### config.mk
export PLATFORM = sky130hd
export DESIGN_NAME = esdi_field_framer
export DESIGN_NICKNAME = d
export VERILOG_FILES = /design/src/rtl/esdi_field_framer.sv
export SDC_FILE = /design/constraint.sdc
export NUM_CORES = 1
export LEC_CHECK = 0
export BUFFER_PORTS_ARGS = -buffer_cell sky130_fd_sc_hd__buf_4
export CAP_MARGIN = 30
export CORE_MARGIN = 5
export CORE_UTILIZATION = 54
export DETAILED_ROUTE_END_ITERATION = 6
export HOLD_SLACK_MARGIN = 0.02
export PLACE_DENSITY = 0.75
export REMOVE_ABC_BUFFERS = 1
export SLEW_MARGIN = 25
export SYNTH_ARGS = -nofsm -noshare
export SYNTH_HDL_FRONTEND = slang
export SYNTH_SLANG_ARGS = --single-unit
### constraint.sdc
create_clock -name parallel_aclk -period 3.3 [get_ports parallel_aclk]
set_input_delay 0.99 -clock parallel_aclk [delete_from_list [all_inputs] [get_ports parallel_aclk]]
set_output_delay 0.99 -clock parallel_aclk [all_outputs]
set_load 0.03 [all_outputs]
### src/rtl/esdi_field_framer.sv
// ESDI field framer: hunts for the sync mark, then frames one header or data field per burst.
// Headers are checked with CRC-16/CCITT. Data bytes go out through a single register stage, and the ECC bytes are captured.
module esdi_field_framer #(
    parameter logic [7:0] SYNC_BYTE    = 8'h01,
    parameter int         SECTOR_BYTES = 512,
    parameter int         ECC_BYTES    = 4
) (
    input  logic        parallel_aclk,
    input  logic        parallel_aresetn,
    input  logic        field_is_header,
    input  logic        s_tvalid,
    output logic        s_tready,
    input  logic [7:0]  s_tdata,
    input  logic        s_tlast,
    output logic        m_tvalid,
    input  logic        m_tready,
    output logic [7:0]  m_tdata,
    output logic        m_tlast,
    output logic        hdr_valid,
    output logic [31:0] hdr_data,
    output logic        hdr_crc_ok,
    output logic [63:0] ecc_data,
    output logic        done_valid,
    output logic [3:0]  done_status
);

    localparam int CW = $clog2(SECTOR_BYTES + 1);

    typedef enum logic [2:0] {
        S_HUNT, S_HDR, S_HCRC, S_DATA, S_ECC, S_TAIL, S_DRAIN
    } state_t;

    state_t        state_q, state_d;
    logic [CW-1:0] cnt_q, cnt_d;
    logic [15:0]   crc_q, crc_d;
    logic [7:0]    crc_hi_q, crc_hi_d;
    logic [31:0]   hdr_q, hdr_d;
    logic [63:0]   ecc_q, ecc_d;
    logic          m_valid_q, m_valid_d;
    logic [7:0]    m_data_q, m_data_d;
    logic          m_last_q, m_last_d;
    logic          hdr_valid_q, hdr_valid_d;
    logic          crc_ok_q, crc_ok_d;
    logic          done_valid_q, done_valid_d;
    logic [3:0]    done_status_q, done_status_d;
    logic          err_long_q, err_long_d;
    logic          err_short_q, err_short_d;
    logic          err_nosync_q, err_nosync_d;
    logic          is_hdr_q, is_hdr_d;

    logic          accept;
    logic          complete;
    logic          short_n;
    logic          nosync_n;

    function automatic logic [15:0] crc16_upd(input logic [15:0] c, input logic [7:0] b);
        logic [15:0] r;
        r = c ^ {b, 8'h00};
        for (int i = 0; i < 8; i++) begin
            r = r[15] ? ((r << 1) ^ 16'h1021) : (r << 1);
        end
        return r;
    endfunction

    assign s_tready = (state_q == S_DATA) ? (!m_valid_q || m_tready) : 1'b1;
    assign accept   = s_tvalid && s_tready;

    always_comb begin
        state_d       = state_q;
        cnt_d         = cnt_q;
        crc_d         = crc_q;
        crc_hi_d      = crc_hi_q;
        hdr_d         = hdr_q;
        ecc_d         = ecc_q;
        m_valid_d     = m_valid_q;
        m_data_d      = m_data_q;
        m_last_d      = m_last_q;
        hdr_valid_d   = 1'b0;
        crc_ok_d      = crc_ok_q;
        done_valid_d  = 1'b0;
        done_status_d = done_status_q;
        err_long_d    = err_long_q;
        err_short_d   = err_short_q;
        err_nosync_d  = err_nosync_q;
        is_hdr_d      = is_hdr_q;
        complete      = 1'b0;
        short_n       = 1'b0;
        nosync_n      = 1'b0;

        if (m_valid_q && m_tready) begin
            m_valid_d = 1'b0;
        end

        if (accept) begin
            case (state_q)
                S_HUNT: begin
                    if (s_tdata == 8'h00) begin
                        state_d = S_HUNT;
                    end else if (s_tdata == SYNC_BYTE) begin
                        state_d  = field_is_header ? S_HDR : S_DATA;
                        cnt_d    = '0;
                        crc_d    = 16'hFFFF;
                        ecc_d    = '0;
                        is_hdr_d = field_is_header;
                    end else begin
                        state_d      = S_DRAIN;
                        err_nosync_d = 1'b1;
                    end
                end
                S_HDR: begin
                    hdr_d = {hdr_q[23:0], s_tdata};
                    crc_d = crc16_upd(crc_q, s_tdata);
                    if (cnt_q == CW'(3)) begin
                        state_d = S_HCRC;
                        cnt_d   = '0;
                    end else begin
                        cnt_d = cnt_q + 1'b1;
                    end
                end
                S_HCRC: begin
                    if (cnt_q == '0) begin
                        crc_hi_d = s_tdata;
                        cnt_d    = cnt_q + 1'b1;
                    end else begin
                        hdr_valid_d = 1'b1;
                        crc_ok_d    = (crc_q == {crc_hi_q, s_tdata});
                        state_d     = S_TAIL;
                        complete    = 1'b1;
                    end
                end
                S_DATA: begin
                    m_valid_d = 1'b1;
                    m_data_d  = s_tdata;
                    m_last_d  = (cnt_q == CW'(SECTOR_BYTES - 1)) || s_tlast;
                    if (cnt_q == CW'(SECTOR_BYTES - 1)) begin
                        state_d = S_ECC;
                        cnt_d   = '0;
                    end else begin
                        cnt_d = cnt_q + 1'b1;
                    end
                end
                S_ECC: begin
                    ecc_d = ecc_q | ({s_tdata, 56'h0} >> (8 * cnt_q[2:0]));
                    if (cnt_q == CW'(ECC_BYTES - 1)) begin
                        state_d  = S_TAIL;
                        complete = 1'b1;
                    end else begin
                        cnt_d = cnt_q + 1'b1;
                    end
                end
                S_TAIL: begin
                    complete = 1'b1;
                    if (!s_tlast) begin
                        err_long_d = 1'b1;
                    end
                end
                S_DRAIN: begin
                    complete = 1'b1;
                end
                default: begin
                    state_d = S_HUNT;
                end
            endcase

            // End of burst closes the packet no matter where the field stands
            if (s_tlast) begin
                short_n       = err_short_d | !complete;
                nosync_n      = err_nosync_d | ((state_q == S_HUNT) && (s_tdata != SYNC_BYTE));
                done_valid_d  = 1'b1;
                done_status_d = {err_long_d, short_n, nosync_n, is_hdr_d};
                state_d       = S_HUNT;
                cnt_d         = '0;
                err_long_d    = 1'b0;
                err_short_d   = 1'b0;
                err_nosync_d  = 1'b0;
                is_hdr_d      = 1'b0;
            end
        end
    end

    always_ff @(posedge parallel_aclk) begin
        if (!parallel_aresetn) begin
            state_q       <= S_HUNT;
            cnt_q         <= '0;
            crc_q         <= 16'hFFFF;
            crc_hi_q      <= '0;
            hdr_q         <= '0;
            ecc_q         <= '0;
            m_valid_q     <= 1'b0;
            m_data_q      <= '0;
            m_last_q      <= 1'b0;
            hdr_valid_q   <= 1'b0;
            crc_ok_q      <= 1'b0;
            done_valid_q  <= 1'b0;
            done_status_q <= '0;
            err_long_q    <= 1'b0;
            err_short_q   <= 1'b0;
            err_nosync_q  <= 1'b0;
            is_hdr_q      <= 1'b0;
        end else begin
            state_q       <= state_d;
            cnt_q         <= cnt_d;
            crc_q         <= crc_d;
            crc_hi_q      <= crc_hi_d;
            hdr_q         <= hdr_d;
            ecc_q         <= ecc_d;
            m_valid_q     <= m_valid_d;
            m_data_q      <= m_data_d;
            m_last_q      <= m_last_d;
            hdr_valid_q   <= hdr_valid_d;
            crc_ok_q      <= crc_ok_d;
            done_valid_q  <= done_valid_d;
            done_status_q <= done_status_d;
            err_long_q    <= err_long_d;
            err_short_q   <= err_short_d;
            err_nosync_q  <= err_nosync_d;
            is_hdr_q      <= is_hdr_d;
        end
    end

    assign m_tvalid    = m_valid_q;
    assign m_tdata     = m_data_q;
    assign m_tlast     = m_last_q;
    assign hdr_valid   = hdr_valid_q;
    assign hdr_data    = hdr_q;
    assign hdr_crc_ok  = crc_ok_q;
    assign ecc_data    = ecc_q;
    assign done_valid  = done_valid_q;
    assign done_status = done_status_q;

endmodule
======== After elaboration in Yosys (flattened, before gate mapping) ========
Cells that the tools add are included.
operators by class
  shifts and indexed selects .............. 1
  equal/unequal tests ..................... 22
  divide/modulo/power cells ............... 0
  reductions and logical operators ........ 25
  order comparisons ....................... 0
  bitwise logic cells ..................... 12
  add/sub/neg operators ................... 1
  $mul .................................... 0
  muxes and demuxes ....................... 52
operator list
  cell                                                  count
  2-to-1 mux 64 bit                                     2
  case mux 64 bit (2 select lines)                      1
  2-to-1 mux 13 bit                                     8
  2-to-1 mux 10 bit                                     7
  bitwise OR 64 bit                                     1
  right shift 64 x 6 -> 64 bit                          1
  case mux 10 bit (5 select lines)                      1
  2-to-1 mux 16 bit                                     2
  case mux 16 bit (2 select lines)                      1
  inverter 3 bit                                        8
  2-to-1 mux 3 bit                                      7
  inequality test 3 bit, second input constant          7
  2-to-1 mux 1 bit                                      20
  case mux 3 bit (6 select lines)                       1
  equality test 16 bit                                  1
  bitwise XOR 16 bit                                    1
  AND reduction 6 bit                                   2
  adder 10 x 1 -> 10 bit, second input constant         1
  equality test 10 x 2 -> 1 bit, second input constant  1
  equality test 10 x 9 -> 1 bit, second input constant  1
  logical NOT 10 bit                                    1
  equality test 3 bit, second input constant            3
  AND reduction 3 bit                                   3
  equality test 8 x 1 -> 1 bit, second input constant   1
  other kinds (20)                                      31
word-level totals
  ROM bits ................................ 0
  bits in latches ......................... 0
  output and inout port bits .............. 114
  register bits ........................... 153
  memory bits (writable) .................. 0
  bits of input ports ..................... 14
  word-level logic and storage cells ...... 129
  memories kept ........................... 0

======== Depth between registers and ports, before layout ========
Gate-level depths: netlist (run 1).
  word-level depth ........................ 18
  gate-level depth with buffers ........... 9
  depth with buffers taken out ............ 8

======== Worst setup path after synthesis (run 1) ========
OpenSTA, ideal clock, no wires.
  kind .................................... input port to flip-flop
  start ................................... input port s_tdata[1]
  end ..................................... register crc_q[10]
  arrival ................................. 2.655 ns
  required time ........................... 3.171 ns
  library setup time ...................... 0.129 ns
  stages .................................. 9
  path buffers ............................ 3
  slack ................................... 0.515 ns
  cells stage by stage .................... buf_2 -> or4b_4 -> or2_1 -> a211oi_2 -> buf_4 -> buf_4 -> nand3_1 -> o21ai_1 -> nand2_1
between the ends
  cells in the longest elaborated chain, start to end .. 3
  elaborated cells between the ends (all ways) .. 5
  those cells by class .................... eq/ne (3); reduce/logical (2)
RTL lines
  what                                                               line    text
  start, declared                                                    13      input logic [7:0] s_tdata,
  equality test 8 x 1 -> 1 bit or logical NOT 8 bit (tied branches)  99, 97
  inequality test 2 bit (no source line)                             -
  AND reduction 4 bit (no source line) *                             -
  end signal, assigned                                               203     crc_q <= crc_d;
  end, declared                                                      35      logic [15:0] crc_q, crc_d;
Mark *: on every way between the ends. The rest lies on a longest branch, timed or not.
A chain may end at the register's enable or synchronous reset.

======== Final worst setup path (run 1) ========
  start ................................... register state_q[0]
  end ..................................... output port s_tready
between the ends
  cells in the longest elaborated chain, start to end .. 2
RTL lines
  what                          line  text
  start, declared               33    state_t state_q, state_d;
  start signal, assigned        201   state_q <= state_d;
  equality test 3 x 2 -> 1 bit  65    assign s_tready = (state_q == S_DATA) ? (!m_valid_q || m_tready) : 1'b1;
  2-to-1 mux 1 bit              65
  end, declared                 12    output logic s_tready,
Every way passes these cells.

==> metrics.md, run 1 <==
| Metric | Value |
|---|---|
| CTS tree | `built` |
| Final min period | `about 2.8 ns` |
| Crit path cell chain | `nand3b_1 > or2_2 > buf_4` |
| Critical path capture point type | `output pin` |
| Number of cell rows | `39` |
| Final core occ | `~69%` |
| Clock buffer depth | `2` |
| CP Data Arrival Time | `between 1.5 and 2 ns` |
| Cell Pwr Density | `516 nW/um^2` |
| Commonest non-fill, non-tap cell in the layout | `dfxtp_1` |
| Initial antenna violation count | `0` |
| Port buffer count | `between 100 and 150` |
| Overflow after GRT | `0` |
| Largest net degree at the start of global routing | `65` |
| # DRC | `0` |
| # diodes | `0` |
| Critical path class | `flip-flop to output pin` |
| Leading register cell type out of synthesis | `dfxtp_1` |
| Number of I/O pins | `~130` |
| Clock slew at reported path FFs | `roughly 0.060 ns` |
| Crit-path max FO | `15` |
| Antenna Violating Nets Remaining | `0` |
| Share of layout cells above drive strength 1 | `a little under a quarter` |
| Setup violators final | `0` |
| Fmax | `357 MHz` |
| Vias in the first global route | `5316` |
| Final net count | `850` |
| Total track usage | `25.4%` |
| FF+latch count, synth | `153` |
| Die area | `13700 sq um` |
| Initial core utilization | `between 50% and 60%` |
| Most frequent cells in the layout | `153 x dfxtp_1, 141 x buf_4, 105 x a21oi_1` |
| Status | `complete, no violations` |
| Root Driver | `clkbuf_16` |
| CTS buffer count | `17` |
| Vias/cell | `between 5 and 6` |
| Final hold slack | `between 0.4 and 0.5 ns` |
| DR iter-0 viols | `approximately 360` |
| Slew Limit Fails | `0` |
| Final HPWL DP | `between 10000 and 15000 um` |
| Syn avg cell area | `about 8.6 sq um` |
| HP Class | `flip-flop to flip-flop` |
| Ys async rst share | `0%` |
| Slew @ Worst Pin | `between 0.6 and 0.7 ns` |
| Resize count post-CTS | `0` |
| Sink Count | `153` |
| Vias | `5498` |
| Synth cell types | `61` |
| Max H-tree Level | `4` |
| First-pass GRT wire length | `about 27000 um` |
| FILL cells | `881` |
| Number of synthesized flops with an enable pin | `0` |
| WP data required | `approximately 2.3 ns` |
| Area Overhead vs Synth | `26.5%` |
| Max Clock Skew | `between 0.008 and 0.009 ns` |
| Syn Inst Count | `a little over 700` |
| Max VDD drop | `~0.37 mV` |
| Syn. warnings | `0` |
| Core Area | `11300 sq um` |
| Max transition margin | `58.3%` |
| Setup TNS | `0 ns` |
| Post-CTS Hold Fix Bufs | `0` |
| Final wirelength | `approximately 17000 um` |
| Clk Latency, worst-skew pair | `0.42 ns` |
| RSZ-0062 raised after global routing | `false` |
| DIE WIDTH | `~120 um` |
| Leakage | `between 0.003 and 0.004 uW` |
| GPL Wtd Cong | `roughly 0.88` |
| Worst Setup Start Kind | `flip-flop` |
| Critical-path top delay cell | `dfxtp_1` |
| Post-layout total power | `roughly 4000 uW` |
| Detailed Routing Iterations Pass 1 | `5` |
| Max Cap Viol | `0` |
| Sequential area share after synthesis | `roughly 50%` |
| Final Hold Fails | `0` |
| Synth Cell Area | `between 6000 and 7000 sq um` |
| Crit-path max cell delay | `slightly above 0.6 ns` |
| Chip height | `~120 um` |
| Period utilisation layout | `around 85%` |
| WL per Instance | `about 17 um` |
| Setup bufs post-CTS | `0` |
[synth_stat cells (3+ instances only)]
cell	count	area share, %
mux2i_1	18	2.9
nand2_1	101	6.1
nor3_2	3	0.49
clkbuf_1	38	2.3
or4_1	4	0.49
nor2_1	102	6.2
buf_2	8	0.65
nor3_1	5	0.40
xnor2_1	15	2.1
dfxtp_1	153	50
nor3_4	4	1.1
o31ai_1	4	0.49
nand4_1	3	0.30
a211oi_1	3	0.36
xor2_1	25	3.5
a21oi_1	105	8.5
a31oi_1	5	0.51
o211ai_1	4	0.49
or2_2	3	0.30
nand3_1	24	1.9
nor4_1	8	0.81
nand2b_1	6	0.61
o21ai_1	21	1.7
inv_1	7	0.42
o21ai_0	7	0.57
[state kept, by name, indices dropped and copies added, names as in the netlist]
name	flops
done_valid	1
err_nosync_q	1
crc_q	16
ecc_data	64
done_status	4
is_hdr_q	1
crc_hi_q	8
m_tdata	8
cnt_q	10
hdr_data	32
m_tlast	1
m_tvalid	1
err_long_q	1
state_q	3
hdr_valid	1
hdr_crc_ok	1
[worst max-delay path, delay by kind of cell, from the launching register on]
| kind | cells | cell delay (ns) |
|---|---|---|
| flops | 1 | 0.62 |
| simple gates | 2 | 0.61 |
| buf+inv | 1 | 0.17 |
[where the power goes]
part	leakage (uW)	total [uW]	internal (uW)	switching [uW]
Clock	0.000272	1880	1100	780
Sequential	0.00123	1880	1860	21.0
Combinational	0.00171	274	92.9	181
[cells by family after synthesis]
logic type / after synthesis / share of synthesized area, %
and+or+nand+nor: 281 / 21.4
AOI/OAI and AO/OA: 168 / 15.6
DFF: 153 / 49.5
buffers and inverters: 59 / 4.11
xor gates and xnor gates: 40 / 5.66
muxes: 20 / 3.34
adders and majority gates: 2 / 0.405
[layer usage]
layer | global-route usage (%) | vias up | share of wire, %
met3 | 8.79 | 26 | 8.2
met1 | 32.0 | 2607 | 42
met4 | 10.6 | 0 | 1.9
li1 | - | 2683 | -
met2 | 39.8 | 182 | 48
met5 | 0 | - | 0
[layout make-up]
class,count,area [sq um],share of cell area [%]
sequential,153,3060,39.2
clock buffer,20,467,5.97
inverter,8,30.0,0.384
multi-input combinational,511,2870,36.7
clock inverter,12,113,1.44
timing repair buffer,143,1100,14.0
tap,143,179,2.29
[path summary, 6_finish.rpt]
| kind | startpoint | endpoint | slack (ns) | depth (start not counted) |
|---|---|---|---|---|
| hold reg to reg | done_status[3] | done_status[3] | 0.46 | 2 |
| setup / recovery | state_q[0] | s_tready | 0.50 | 3 |
| hold / removal | done_status[3] | done_status[3] | 0.46 | 2 |
| setup reg to reg | cnt_q[0] | cnt_q[2] | 0.80 | 7 |
[per-stage QoR]
stage                     setup WS, ns  instances  cell area (sq um)
after floorplan                 0.0261        672               5960
after global placement           0.294        958               7240
after detailed placement         0.206        958               7240
after CTS                        0.512        990               7820
after global routing             0.415        990               7820
final                            0.495        990               7820
Note: power is estimated with default switching activity, not from simulation.
==> inputs of run 2 (changes only) <==
==> constraint.sdc (replaced) <==
create_clock -name parallel_aclk -period 2.7 [get_ports parallel_aclk]
set_input_delay 0.81 -clock parallel_aclk [delete_from_list [all_inputs] [get_ports parallel_aclk]]
set_output_delay 0.81 -clock parallel_aclk [all_outputs]
set_load 0.03 [all_outputs]
==> metrics.md, run 2 (synthesis results as in run 1) <==
| Metric | Value |
|---|---|
| Final wirelength | `17400 um (+3.0%)` |
| DR top layer | `met4` |
| GPL Wtd Cong | `0.889 (+0.58%)` |
| Clock buffer depth | `2 (unchanged)` |
| CP Data Arrival Time | `1.62 ns (-0.19 ns)` |
| Max Cap Viol | `0 (unchanged)` |
| DIE WIDTH | `117 um (unchanged)` |
| HP Class | `flip-flop to flip-flop` |
| Max transition margin | `35.7% (-23 points)` |
| R2R Setup Slk | `0.41 ns (-0.39 ns)` |
| Detailed Routing Iterations Pass 1 | `6 (+1)` |
| Slew Limit Fails | `0 (unchanged)` |
| Area Overhead vs Synth | `28.7%` |
| Met2 Routed Length | `8480 um (+5.2%)` |
| WHS Endpoint | `hdr_data[25]` |
| Vias in the first global route | `5493 (+3.3%)` |
| DR iter-0 viols | `387 (+9.0%)` |
| # diodes | `0 (unchanged)` |
| Sequential Power Share | `47.2% (+0.6 points)` |
| # DRC | `0 (unchanged)` |
| Crit Reg-Reg Startpoint | `cnt_q[5]` |
| Chip height | `117 um (unchanged)` |
| Final min period | `around 2.4 ns` |
| Final Hold Fails | `0 (unchanged)` |
| Largest net degree at the start of global routing | `59 (-9.2%)` |
| Metal3 WL | `1390 um (+0.80%)` |
| WL per Instance | `17.3 um (+1.1%)` |
| Clk Latency, worst-skew pair | `0.42 ns (about the same)` |
| Hold wc startpoint | `hdr_data[25]` |
| Clock group share of total power | `45.4% (-1.2 points)` |
| Cell Pwr Density | `610 nW/um^2 (+18%)` |
| Antenna Violating Nets Remaining | `0 (unchanged)` |
| Status | `complete, no violations` |
| Final net count | `869 (+2.2%)` |
| Commonest non-fill, non-tap cell in the layout | `buf_4` |
| Total track usage | `25.9% (+0.52 points)` |
| Slew @ Worst Pin | `0.964 ns (+0.338 ns)` |
| Max H-tree Level | `4 (unchanged)` |
| WP data required | `1.89 ns (-0.42 ns)` |
| Post-CTS Hold Fix Bufs | `0 (unchanged)` |
| Reg2reg end | `cnt_q[5]` |
| Overflow after GRT | `0 (unchanged)` |
| Resize count post-CTS | `0 (unchanged)` |
| Critical path capture point type | `output pin` |
| CTS tree | `built` |
| Met1 WL | `7130 um (-0.20%)` |
| Register area | `3060 sq um (unchanged)` |
| Hold Path Stages | `2 (unchanged)` |
| RSZ-0062 raised after global routing | `false` |
| Vias | `5666 (+3.1%)` |
| Most frequent cells in the layout | `158 x buf_4, 153 x dfxtp_1, 105 x a21oi_1` |
| Share of layout cells above drive strength 1 | `24.9% (+1.4 points)` |
| Port buffer count | `127 (unchanged)` |
| CTS buffer count | `17 (unchanged)` |
| Root Driver | `clkbuf_16` |
| Initial antenna violation count | `0 (unchanged)` |
| Initial core utilization | `54.6% (unchanged)` |
| Die area | `13700 sq um (unchanged)` |
| Number of I/O pins | `128 (unchanged)` |
| Core Area | `11300 sq um (unchanged)` |
| Worst Setup Start Kind | `flip-flop` |
| Crit-path max FO | `8 (-7)` |
| Leakage | `0.00331 uW (+3.1%)` |
| Setup violators final | `0 (unchanged)` |
| Final HPWL DP | `11900 um (+3.9%)` |
| Multi-input gate area | `2870 sq um (unchanged)` |
| Post-layout total power | `4860 uW (+20%)` |
| Sw Pwr | `1190 uW (+21%)` |
| Switch share | `24.4% (+0.072 points)` |
| Setup TNS | `0 ns (unchanged)` |
| Clock slew at reported path FFs | `0.06 ns (about the same)` |
| FILL cells | `882 (+0.11%)` |
| Fmax | `just over 400 MHz` |
| Critical path class | `flip-flop to output pin` |
| Setup bufs post-CTS | `0 (unchanged)` |
| Vias/cell | `5.62 (+1.1%)` |
| R2R cell count | `6 (-1)` |
| Number of cell rows | `39 (unchanged)` |
| Internal power | `3680 uW (+20%)` |
| Max Clock Skew | `0.00765 ns (-0.00129 ns)` |
| Max reg flops | `64 (unchanged)` |
| Combinational share of power | `7.4% (+0.6 points)` |
| Period utilisation layout | `89.9%` |
| First-pass GRT wire length | `27800 um (+3.0%)` |
| Max VDD drop | `0.473 mV (+27%)` |
| Final hold slack | `0.453 ns (-0.00356 ns)` |
| Sink Count | `153 (unchanged)` |
-- run 2: cell count changes in the layout (fill, tap and decap cells not counted), sizes merged --
cell,before,now
clkinv,3,5
buf,143,162
inv,11,9
clkbuf,20,23
bufinv,1,0
clkinvlp,5,3
-- run 2: worst max path at each step --
| stage | from | end | slack [ns] | depth (start not counted) |
|---|---|---|---|---|
| after floorplan | s_tdata[4] | crc_q[0] | -0.39 | 6 |
| after global placement | s_tdata[4] | crc_q[0] | 0.02 | 8 |
| after detailed placement | s_tdata[4] | ecc_data[38] | -0.11 | 7 |
| after CTS | state_q[0] | s_tready | 0.27 | 3 |
| after global routing | s_tdata[4] | ecc_data[32] | 0.20 | 7 |
| final | state_q[0] | s_tready | 0.27 | 3 |
-- run 2: power by group through the flow --
stage                     sequential [uW]  clock [uW]  combinational, uW
after detailed placement             2340           0                356
after CTS                            2290        2240                358
after global placement               2340           0                349
final                                2290        2210                360
after floorplan                      2360           0                169
after global routing                 2290        2350                388
-- run 2: critical path, stage by stage, from the launching register on --
cell and delay [ns]:
dfxtp_1 0.48, nand3b_1 0.21, or2_2 0.34, buf_4 0.17
-- run 2: area by class of cell --
cell class              count  area share, %
repair buffers            162           15.9
inverters                   8          0.377
flip-flops and latches    153           38.5
clock inverters             9          0.801
well taps                 143           2.25
multi-input cells         511           36.1
clock buffers              23           6.13
-- run 2: stage by stage --
stage                     area (sq um)  std cells  setup slack [ns]  utilization, %
after global routing              7960       1009             0.204            70.3
after CTS                         7960       1009             0.267            70.3
after floorplan                   5960        672            -0.394               -
after global placement            7410        977            0.0199            65.5
final                             7960       1009             0.272            70.3
after detailed placement          7410        977            -0.110            65.5
-- run 2: routing by layer --
layer | GRT usage [%] | vias to the layer above
li1 | - | 2718
met1 | 32.4 | 2691
met2 | 41.1 | 223
met3 | 8.74 | 34
met4 | 10.8 | 0
met5 | 0 | -
